<file path="config.mk">
export PLATFORM = sky130hd
export DESIGN_NAME = vga_counter_bank_flat
export DESIGN_NICKNAME = d
export VERILOG_FILES = /design/src/rtl/vga_counter_bank_pkg.sv /design/src/rtl/vga_counter_bank_if.sv /design/src/rtl/vga_counter_bank_counter_channel.sv /design/src/rtl/vga_counter_bank.sv /design/src/flat_wrapper.sv
export SDC_FILE = /design/constraint.sdc
export NUM_CORES = 2
export LEC_CHECK = 0
export ABC_AREA = 1
export CORE_MARGIN = 10
export CORE_UTILIZATION = 61
export CTS_CLUSTER_SIZE = 14
export DETAILED_ROUTE_END_ITERATION = 10
export GPL_TIMING_DRIVEN = 0
export MAX_ROUTING_LAYER = met4
export PLACE_DENSITY_LB_ADDON = 0.3
export SYNTH_ARGS = -nofsm -noshare
export SYNTH_HDL_FRONTEND = slang
export SYNTH_SLANG_ARGS = --single-unit
</file>
<file path="constraint.sdc">
create_clock -name clk -period 52 [get_ports clk]
set_input_delay 5.2 -clock clk [delete_from_list [all_inputs] [get_ports clk]]
set_output_delay 5.2 -clock clk [all_outputs]
set_load 0.02 [all_outputs]
</file>
<file path="src/rtl/vga_counter_bank_pkg.sv">
// Shared defaults and helpers for the VGA counter bank.
package vga_counter_pkg;

    localparam int DEF_N_CH     = 16;
    localparam int DEF_WIDTH    = 16;
    localparam int DEF_TICK_DIV = 100_000_000;

    localparam logic [3:0] BCD_DIGIT_MAX = 4'd9;

    // Channel 0 sits in the MSBs of the packed display bus.
    function automatic int ch_offset(input int n_ch, input int width, input int ch);
        return (n_ch - 1 - ch) * width;
    endfunction

endpackage

</file>
<file path="src/rtl/vga_counter_bank_if.sv">
// Load strobe and frame-snapshot bus between control logic, the counter bank
// and the text renderer.
interface vga_counter_bank_if
    import vga_counter_pkg::*;
#(
    parameter int N_CH  = DEF_N_CH,
    parameter int WIDTH = DEF_WIDTH
);
    localparam int CH_W = (N_CH > 1) ? $clog2(N_CH) : 1;

    logic                    load_valid;
    logic [CH_W-1:0]         load_ch;
    logic [WIDTH-1:0]        load_value;
    logic [N_CH*WIDTH-1:0]   data_raw;
    logic                    snap_valid;

    modport master (
        output load_valid, load_ch, load_value,
        input  data_raw, snap_valid
    );

    modport slave (
        input  load_valid, load_ch, load_value,
        output data_raw, snap_valid
    );

endinterface

</file>
<file path="src/rtl/vga_counter_bank_counter_channel.sv">
// One counter channel: clear > load > tick step, wrap detection and sticky ovf.
// Define VGA_COUNTER_BANK_BCD_EN for packed-BCD counting instead of binary.
module counter_channel
    import vga_counter_pkg::*;
#(
    parameter int WIDTH = DEF_WIDTH
) (
    input  logic             clk,
    input  logic             reset,
    input  logic             tick,
    input  logic             en,
    input  logic             down,
    input  logic             clear,
    input  logic             load,
    input  logic [WIDTH-1:0] load_value,
    output logic [WIDTH-1:0] count,
    output logic             ovf
);

    logic [WIDTH-1:0] count_q, count_d;
    logic             ovf_q, ovf_d;
    logic [WIDTH-1:0] load_norm;
    logic [WIDTH-1:0] step_val;
    logic             wrap;

`ifdef VGA_COUNTER_BANK_BCD_EN
    localparam int DIGITS = WIDTH / 4;

    logic       carry;
    logic [3:0] dig;

    // Ripple a carry/borrow through the digits; one left over means the whole
    // channel wrapped.
    always_comb begin
        load_norm = load_value;
        step_val  = count_q;
        carry     = 1'b1;
        dig       = '0;
        for (int d = 0; d < DIGITS; d++) begin
            dig = count_q[4*d +: 4];
            if (load_value[4*d +: 4] > BCD_DIGIT_MAX) begin
                load_norm[4*d +: 4] = BCD_DIGIT_MAX;
            end
            if (carry) begin
                if (down) begin
                    if (dig == 4'd0) begin
                        step_val[4*d +: 4] = BCD_DIGIT_MAX;
                    end else begin
                        step_val[4*d +: 4] = dig - 4'd1;
                        carry              = 1'b0;
                    end
                end else begin
                    if (dig >= BCD_DIGIT_MAX) begin
                        step_val[4*d +: 4] = 4'd0;
                    end else begin
                        step_val[4*d +: 4] = dig + 4'd1;
                        carry              = 1'b0;
                    end
                end
            end
        end
        wrap = carry;
    end
`else
    always_comb begin
        load_norm = load_value;
        step_val  = down ? (count_q - WIDTH'(1)) : (count_q + WIDTH'(1));
        wrap      = down ? (count_q == '0) : (count_q == '1);
    end
`endif

    always_comb begin
        count_d = count_q;
        ovf_d   = ovf_q;
        if (clear) begin
            count_d = '0;
            ovf_d   = 1'b0;
        end else if (load) begin
            count_d = load_norm;
        end else if (tick && en) begin
            count_d = step_val;
            if (wrap) begin
                ovf_d = 1'b1;
            end
        end
    end

    always_ff @(posedge clk or posedge reset) begin
        if (reset) begin
            count_q <= '0;
            ovf_q   <= 1'b0;
        end else begin
            count_q <= count_d;
            ovf_q   <= ovf_d;
        end
    end

    assign count = count_q;
    assign ovf   = ovf_q;

endmodule

</file>
<file path="src/rtl/vga_counter_bank.sv">
// Bank of N_CH timer/counter channels on a shared prescaled tick, snapshotted
// onto data_raw once per frame at the vsync falling edge.
// Optional build macro: VGA_COUNTER_BANK_BCD_EN (packed-BCD channels).
module vga_counter_bank
    import vga_counter_pkg::*;
#(
    parameter int N_CH     = DEF_N_CH,
    parameter int WIDTH    = DEF_WIDTH,
    parameter int TICK_DIV = DEF_TICK_DIV
) (
    input  logic                clk,
    input  logic                reset,
    input  logic                vsync,
    input  logic                clear,
    input  logic [N_CH-1:0]     ch_en,
    input  logic [N_CH-1:0]     ch_down,
    output logic [N_CH-1:0]     ovf,
    vga_counter_bank_if.slave   bus
);

    localparam int CH_W = (N_CH > 1) ? $clog2(N_CH) : 1;
    localparam int PW   = (TICK_DIV > 1) ? $clog2(TICK_DIV) : 1;
    localparam logic [PW-1:0] PRESC_LAST = PW'(TICK_DIV - 1);

    logic [PW-1:0]          presc_q, presc_d;
    logic                   tick;
    logic                   vsync_q, vsync_prev_q, seen_high_q;
    logic                   seen_high_d;
    logic                   vsync_fall;
    logic [N_CH*WIDTH-1:0]  data_raw_q, data_raw_d;
    logic                   snap_valid_q, snap_valid_d;
    logic [WIDTH-1:0]       count [N_CH];

    assign tick = (presc_q == PRESC_LAST);

    always_comb begin
        presc_d = presc_q + PW'(1);
        if (clear || tick) begin
            presc_d = '0;
        end
    end

    // seen_high blocks a fake edge when vsync is already low as reset releases.
    assign seen_high_d = seen_high_q | vsync;
    assign vsync_fall  = vsync_prev_q & ~vsync_q & seen_high_q;

    always_comb begin
        data_raw_d   = data_raw_q;
        snap_valid_d = vsync_fall;
        if (vsync_fall) begin
            for (int i = 0; i < N_CH; i++) begin
                data_raw_d[ch_offset(N_CH, WIDTH, i) +: WIDTH] = count[i];
            end
        end
    end

    always_ff @(posedge clk or posedge reset) begin
        if (reset) begin
            presc_q      <= '0;
            vsync_q      <= 1'b1;
            vsync_prev_q <= 1'b1;
            seen_high_q  <= 1'b0;
            data_raw_q   <= '0;
            snap_valid_q <= 1'b0;
        end else begin
            presc_q      <= presc_d;
            vsync_q      <= vsync;
            vsync_prev_q <= vsync_q;
            seen_high_q  <= seen_high_d;
            data_raw_q   <= data_raw_d;
            snap_valid_q <= snap_valid_d;
        end
    end

    for (genvar g = 0; g < N_CH; g++) begin : g_ch
        counter_channel #(
            .WIDTH (WIDTH)
        ) u_ch (
            .clk        (clk),
            .reset      (reset),
            .tick       (tick),
            .en         (ch_en[g]),
            .down       (ch_down[g]),
            .clear      (clear),
            .load       (bus.load_valid && (bus.load_ch == CH_W'(g))),
            .load_value (bus.load_value),
            .count      (count[g]),
            .ovf        (ovf[g])
        );
    end

    assign bus.data_raw   = data_raw_q;
    assign bus.snap_valid = snap_valid_q;

endmodule

</file>
<file path="src/flat_wrapper.sv">
// flat-port wrapper written by rule: the top's interface ports become plain ports
module vga_counter_bank_flat import vga_counter_pkg::*;
#(
    parameter int N_CH     = DEF_N_CH,
    parameter int WIDTH    = DEF_WIDTH,
    parameter int TICK_DIV = DEF_TICK_DIV
)
  (clk, reset, vsync, clear, ch_en, ch_down, ovf, bus_load_valid, bus_load_ch, bus_load_value, bus_data_raw, bus_snap_valid);
  vga_counter_bank_if #(.N_CH(N_CH), .WIDTH(WIDTH)) bus_i ();
  input  logic clk;
  input  logic reset;
  input  logic vsync;
  input  logic clear;
  input  logic [N_CH-1:0] ch_en;
  input  logic [N_CH-1:0] ch_down;
  output logic [N_CH-1:0] ovf;
  input wire logic [$bits(bus_i.load_valid)-1:0] bus_load_valid;
  input wire logic [$bits(bus_i.load_ch)-1:0] bus_load_ch;
  input wire logic [$bits(bus_i.load_value)-1:0] bus_load_value;
  output wire logic [$bits(bus_i.data_raw)-1:0] bus_data_raw;
  output wire logic [$bits(bus_i.snap_valid)-1:0] bus_snap_valid;
  assign bus_i.load_valid = bus_load_valid;
  assign bus_i.load_ch = bus_load_ch;
  assign bus_i.load_value = bus_load_value;
  assign bus_data_raw = bus_i.data_raw;
  assign bus_snap_valid = bus_i.snap_valid;
  vga_counter_bank #(.N_CH(N_CH), .WIDTH(WIDTH), .TICK_DIV(TICK_DIV)) u_core (.clk(clk), .reset(reset), .vsync(vsync), .clear(clear), .ch_en(ch_en), .ch_down(ch_down), .ovf(ovf), .bus(bus_i));
endmodule
</file>
* Yosys cells after proc, flatten, opt, wreduce, memory -nomap -nowiden
Index checks and enable logic that the tools add are counted.
** Word-level totals
- Register bits after elaboration :: 559
- Input bits :: 57
- Output and inout bits :: 273
- Logic and storage cells :: 382
** Operators by class
- Add/sub/neg operators :: 33
- Equal/unequal tests :: 48
- Muxes and demuxes :: 145
- Bitwise operators :: 4
- Reduce and logical (&&, ||, !) cells :: 114
** Operator list (count)
- two-way mux 16 bit :: 64
- adder 16 x 1 -> 16 bit (second input constant) :: 16
- == test 16 bit (second input constant) :: 16
- logical NOT 16 bit :: 16
- subtractor 16 x 1 -> 16 bit (second input constant) :: 16
- two-way mux 1 bit :: 80
- nonzero test 2 bit :: 32
- AND reduction 3 bit :: 16
- nonzero test 3 bit :: 16
- == test 4 bit (second input constant) :: 8
- logical AND 1 bit :: 32
- inequality test 2 bit (second input constant) :: 16
- adder 27 x 1 -> 27 bit (second input constant) :: 1
- == test 27 bit (second input constant) :: 1
- two-way mux 27 bit :: 1
- == test 4 x 3 -> 1 bit (second input constant) :: 4
- == test 4 x 2 -> 1 bit (second input constant) :: 2
- == test 4 x 1 -> 1 bit (second input constant) :: 1
- logical NOT 4 bit :: 1
- AND 1 bit :: 2
- logical OR 1 bit :: 1
- NOT 1 bit :: 1
- bitwise OR 1 bit :: 1

* Depth between registers and ports, before layout
- Depth after elaboration :: 6
- Mapped depth :: 13
- Depth with buffers taken out :: 13

* By module
From an unflattened synthesis, not the netlist that was laid out.
** Unflattened totals
- Cell total of the unflattened synthesis :: 6365
- Area total of the unflattened synthesis :: 41673.7 um^2
** By module, submodules not included
- counter_channel at u_core.g_ch[0].u_ch ... :: times used 7, cells an instance 313, area an instance 1915.6 um^2, seq. area each 425.4 um^2
- counter_channel at u_core.g_ch[3].u_ch ... :: times used 7, cells an instance 313, area an instance 1870.5 um^2, seq. area each 425.4 um^2
- vga_counter_bank :: times used 1, cells an instance 1357, area an instance 11407.2 um^2, seq. area each 7184.4 um^2
- counter_channel at u_core.g_ch[10].u_ch ... :: times used 2, cells an instance 313, area an instance 1881.8 um^2, seq. area each 425.4 um^2

* Least setup slack after synthesis
OpenSTA, ideal clock, no wires.
- Path type :: in2reg
- Start :: input bus_load_valid
- End :: register u_core.g_ch[11].u_ch.count_q[5]
- Library setup time :: 0.076 ns
- Arrival time :: 6.442 ns
- Data required time :: 51.924 ns
- Path slack :: 45.482 ns
- Stages :: 11
- Path buffers :: 2
- Cells stage by stage :: buf_2 nand3_1 inv_1 nand2_1 inv_1 nor2_1 nand2_4 inv_2 buf_2 nand2_1 o21ai_1
** Between the ends
- Word-level cells in the longest chain between the ends :: 3
- Elaborated cells between the ends (all ways) :: 4
- Classes of those cells :: mux: 2; reduce/logical: 2
** RTL lines
- start: declaration :: line flat_wrapper.sv:17 : input wire logic [$bits(bus_i.load_valid)-1:0] bus_load_valid;
- logical AND 1 bit (*) :: line vga_counter_bank.sv:85 : .load (bus.load_valid && (bus.load_ch == CH_W'(g))),
- two-way mux 16 bit :: line vga_counter_bank_counter_channel.sv:78 : end else if (load) begin
- two-way mux 16 bit :: line vga_counter_bank_counter_channel.sv:75 : if (clear) begin
- end signal: assignment :: line vga_counter_bank_counter_channel.sv:93 : count_q <= count_d;
- end: declaration :: line vga_counter_bank_counter_channel.sv:20 : logic [WIDTH-1:0] count_q, count_d;
Mark *: on every way between the ends. The rest lies on a longest branch, timed or not.
A chain may end at the register's enable or synchronous reset.

* Worst setup path after layout
- Start :: input clear
- End :: register u_core.g_ch[0].u_ch.count_q[3]
** Between the ends
- Word-level cells in the longest chain between the ends :: 1
- Elaborated cells between the ends (all ways) :: 2
- Classes of those cells :: mux: 1; reduce/logical: 1
** RTL lines
- start: declaration :: line flat_wrapper.sv:13 : input logic clear;
- nonzero test 3 bit (no source line) / two-way mux 16 bit (equally long branches)
- end signal: assignment :: line vga_counter_bank_counter_channel.sv:93
- end: declaration :: line vga_counter_bank_counter_channel.sv:20
Several ways; a longest one is shown, not always the timed one.

==> out/metrics.csv <==
metric;value;unit
CTS tree;done;
first-pass GRT wire length;228;mm
Inserted Clock Buffers;61;
Mapped Area;40800;sq um
Post-CTS Resized;0;
final WL;149;mm
post-route insts no fill;7549;
relative slew slack;-0.110;
sequential share of the synthesized area;0.343;
clock skew;0.0193;ns
Net Count, Synth;6527;
Hold Path Stages;0;
Starting Density;0.618;
CTS Buffer Depth;3;
post-CTS setup buffers;0;
post-detail-place hpwl;109;mm
failing checks;max-capacitance violations, max-slew violations;
Cells after DPL;7423;
initial antenna violation count;15;
worst hold margin;0.367;ns
setup violators final;0;
vias;43700;
Core Box Area;66000;sq um
min-delay worst type;reg2reg;
total negative slack;0;ns
Hold Path End;u_core.vsync_prev_q;
synth unique cells;39;
initial drt markers;5035;
crit path time final;7.98;ns
Synth Register Bits;559;
PD cells;32.1;nW/um^2
most common cell after layout, fill and taps aside;nand2_1;
GPL Wtd Cong;0.999;
pin count of the biggest net entering global routing;125;
Clock transition at path regs;0.06;ns
reg-to-reg endpoint;u_core.bus.data_raw[80];
Detailed Routing Iterations Pass 1;6;
H-tree Lvls;2;
final core utilization;0.718;
status;complete, but fails checks;
total track usage;0.382;
GRT overflow;0;
Startpoint Class;input port;
RSZ-0062 raised after global routing;no;
final worst slack;44.02;ns
IO Pins;330;
period utilisation layout;0.153;
synth warn;0;
WP data required;52.52;ns
Max VDD drop;27.3;uV
syn_area_per_cell;6.55;sq um
R2R depth;5;
most frequent cells in the layout;2135 x nand2_1, 964 x inv_1, 557 x dfrtp_1, 527 x nand3_1, 453 x o21ai_0;
Die H;279;um
drt drc;0;
Final Hold Fails;0;
Critical R2R Launch;u_core.vsync_q;
Clock Tree Root;clkbuf_16;
Area Growth Syn to Fin;16.1;%
Leak;0.0256;uW
Max Slew Vio Count;114;
row cnt;94;
critical path class;in2reg;
Via density;5.79;
area of the die;77600;sq um
IO buf count;325;
Final ANT Viol Nets;0;
Post-Syn Instances;6229;
wire per inst;19.7;um
CTS Hold Bufs;0;
arrival time worst endpoint;8.50;ns
Place WS;43.61;ns
Worst Setup End Kind;register;
Hold Startpoint;u_core.vsync_q;
fmax;125;MHz
Slew @ Worst Pin;1.66;ns
# clock sinks;559;
die width;279;um
reg-to-reg slack, setup;49.00;ns
vias in the first global route;40400;
MaxCap Viol Count;10;
share of layout cells above drive strength 1;0.0378;
crit-path max FO;10;
Clk Latency, worst-skew pair;0.65;ns
NumNets Final;6920;
power breakdown:
part	internal, uW	switching (uW)	leakage [uW]
Combinational	192	336	0.0171
Clock	267	189	0.000998
Sequential	489	49.3	0.00753
Total	948	574	0.0256
worst max-delay path, stage by stage:
cell and delay (ns):
clkbuf_1 0.71, clkbuf_1 1.04, buf_2 0.64, nor2_1 0.48
o22ai_1 0.28, o21ai_0 0.11
state kept, by name, indices dropped and copies added, names as in the netlist:
signal	flops
u_core.vsync_q	1
u_core.vsync_prev_q	1
u_core.g_ch.u_ch.count	256
u_core.g_ch.u_ch.ovf	16
u_core.bus.snap_valid	1
u_core.presc_q	27
u_core.seen_high_q	1
u_core.bus.data_raw	256
how the worst max path moves through the flow:
stage,from,slack (ns),end,depth (start not counted)
finish,clear,44.02,u_core.g_ch[0].u_ch.count[3],6
CTS,clear,44.31,u_core.g_ch[0].u_ch.count[3],6
detailed placement,clear,43.61,u_core.g_ch[0].u_ch.count[3],6
global placement,reset,24.58,u_core.g_ch[7].u_ch.count[14],2
global route,clear,44.08,u_core.g_ch[0].u_ch.count[3],6
floorplan,reset,31.17,u_core.bus.data_raw[0],1
layout make-up:
class | instances | area, sq um
clock buffers | 94 | 1810
diodes | 17 | 42.5
flip-flops and latches | 559 | 14000
clock inverters | 15 | 238
well taps | 864 | 1080
plain buffers | 191 | 946
fillers | 5611 | 18600
multi-input cells | 4493 | 22200
inverters | 986 | 3710
repair buffers | 330 | 3380
cells by family (layout without fill, tap and decap cells):
logic type               after synthesis  count (layout)  share of synthesized area
XOR/XNOR                              53              53                     0.0114
AND/OR/NAND/NOR                     3430            3430                      0.356
adder cells (fa/ha/maj)              241             241                     0.0769
AO/OA/AOI/OAI                        769             769                     0.0988
other                                  0              17                          0
buffers and inverters               1177            1616                      0.114
flip-flops                           559             559                      0.343
synthesized netlist by cell type, drive strengths merged:
library cell / number / area (sq um)
fa: 16 / 320
xor2: 26 / 228
dfstp: 2 / 52.6
a21oi: 183 / 916
nor4: 2 / 12.5
ha: 225 / 2820
o22ai: 101 / 632
nand2: 2165 / 8280
clkbuf: 135 / 507
o21bai: 20 / 150
inv: 983 / 3690
xnor2: 27 / 236
nor3b: 1 / 7.51
nand3b: 17 / 128
a31oi: 1 / 6.26
nor3: 73 / 377
and3: 4 / 25.0
or2: 14 / 87.6
nor2: 422 / 1610
nand3: 550 / 2870
clkinv: 3 / 11.3
and2: 40 / 250
nand4: 142 / 888
o21ai: 464 / 2330
dfrtp: 557 / 13900
buf: 56 / 428
metal layers:
metal | global-route usage | routed length (um)
met1 | 0.479 | 58200
met2 | 0.576 | 65000
met3 | 0.0839 | 16600
met4 | 0.199 | 8960
met5 | - | 0
stage by stage:
step	instance area, sq um	total power (uW)
global placement	45100	1040
detailed placement	45300	1060
finish	47400	1520
global route	47300	1600
floorplan	40800	874
CTS	47300	1510
(Power assumes the default switching activity.)
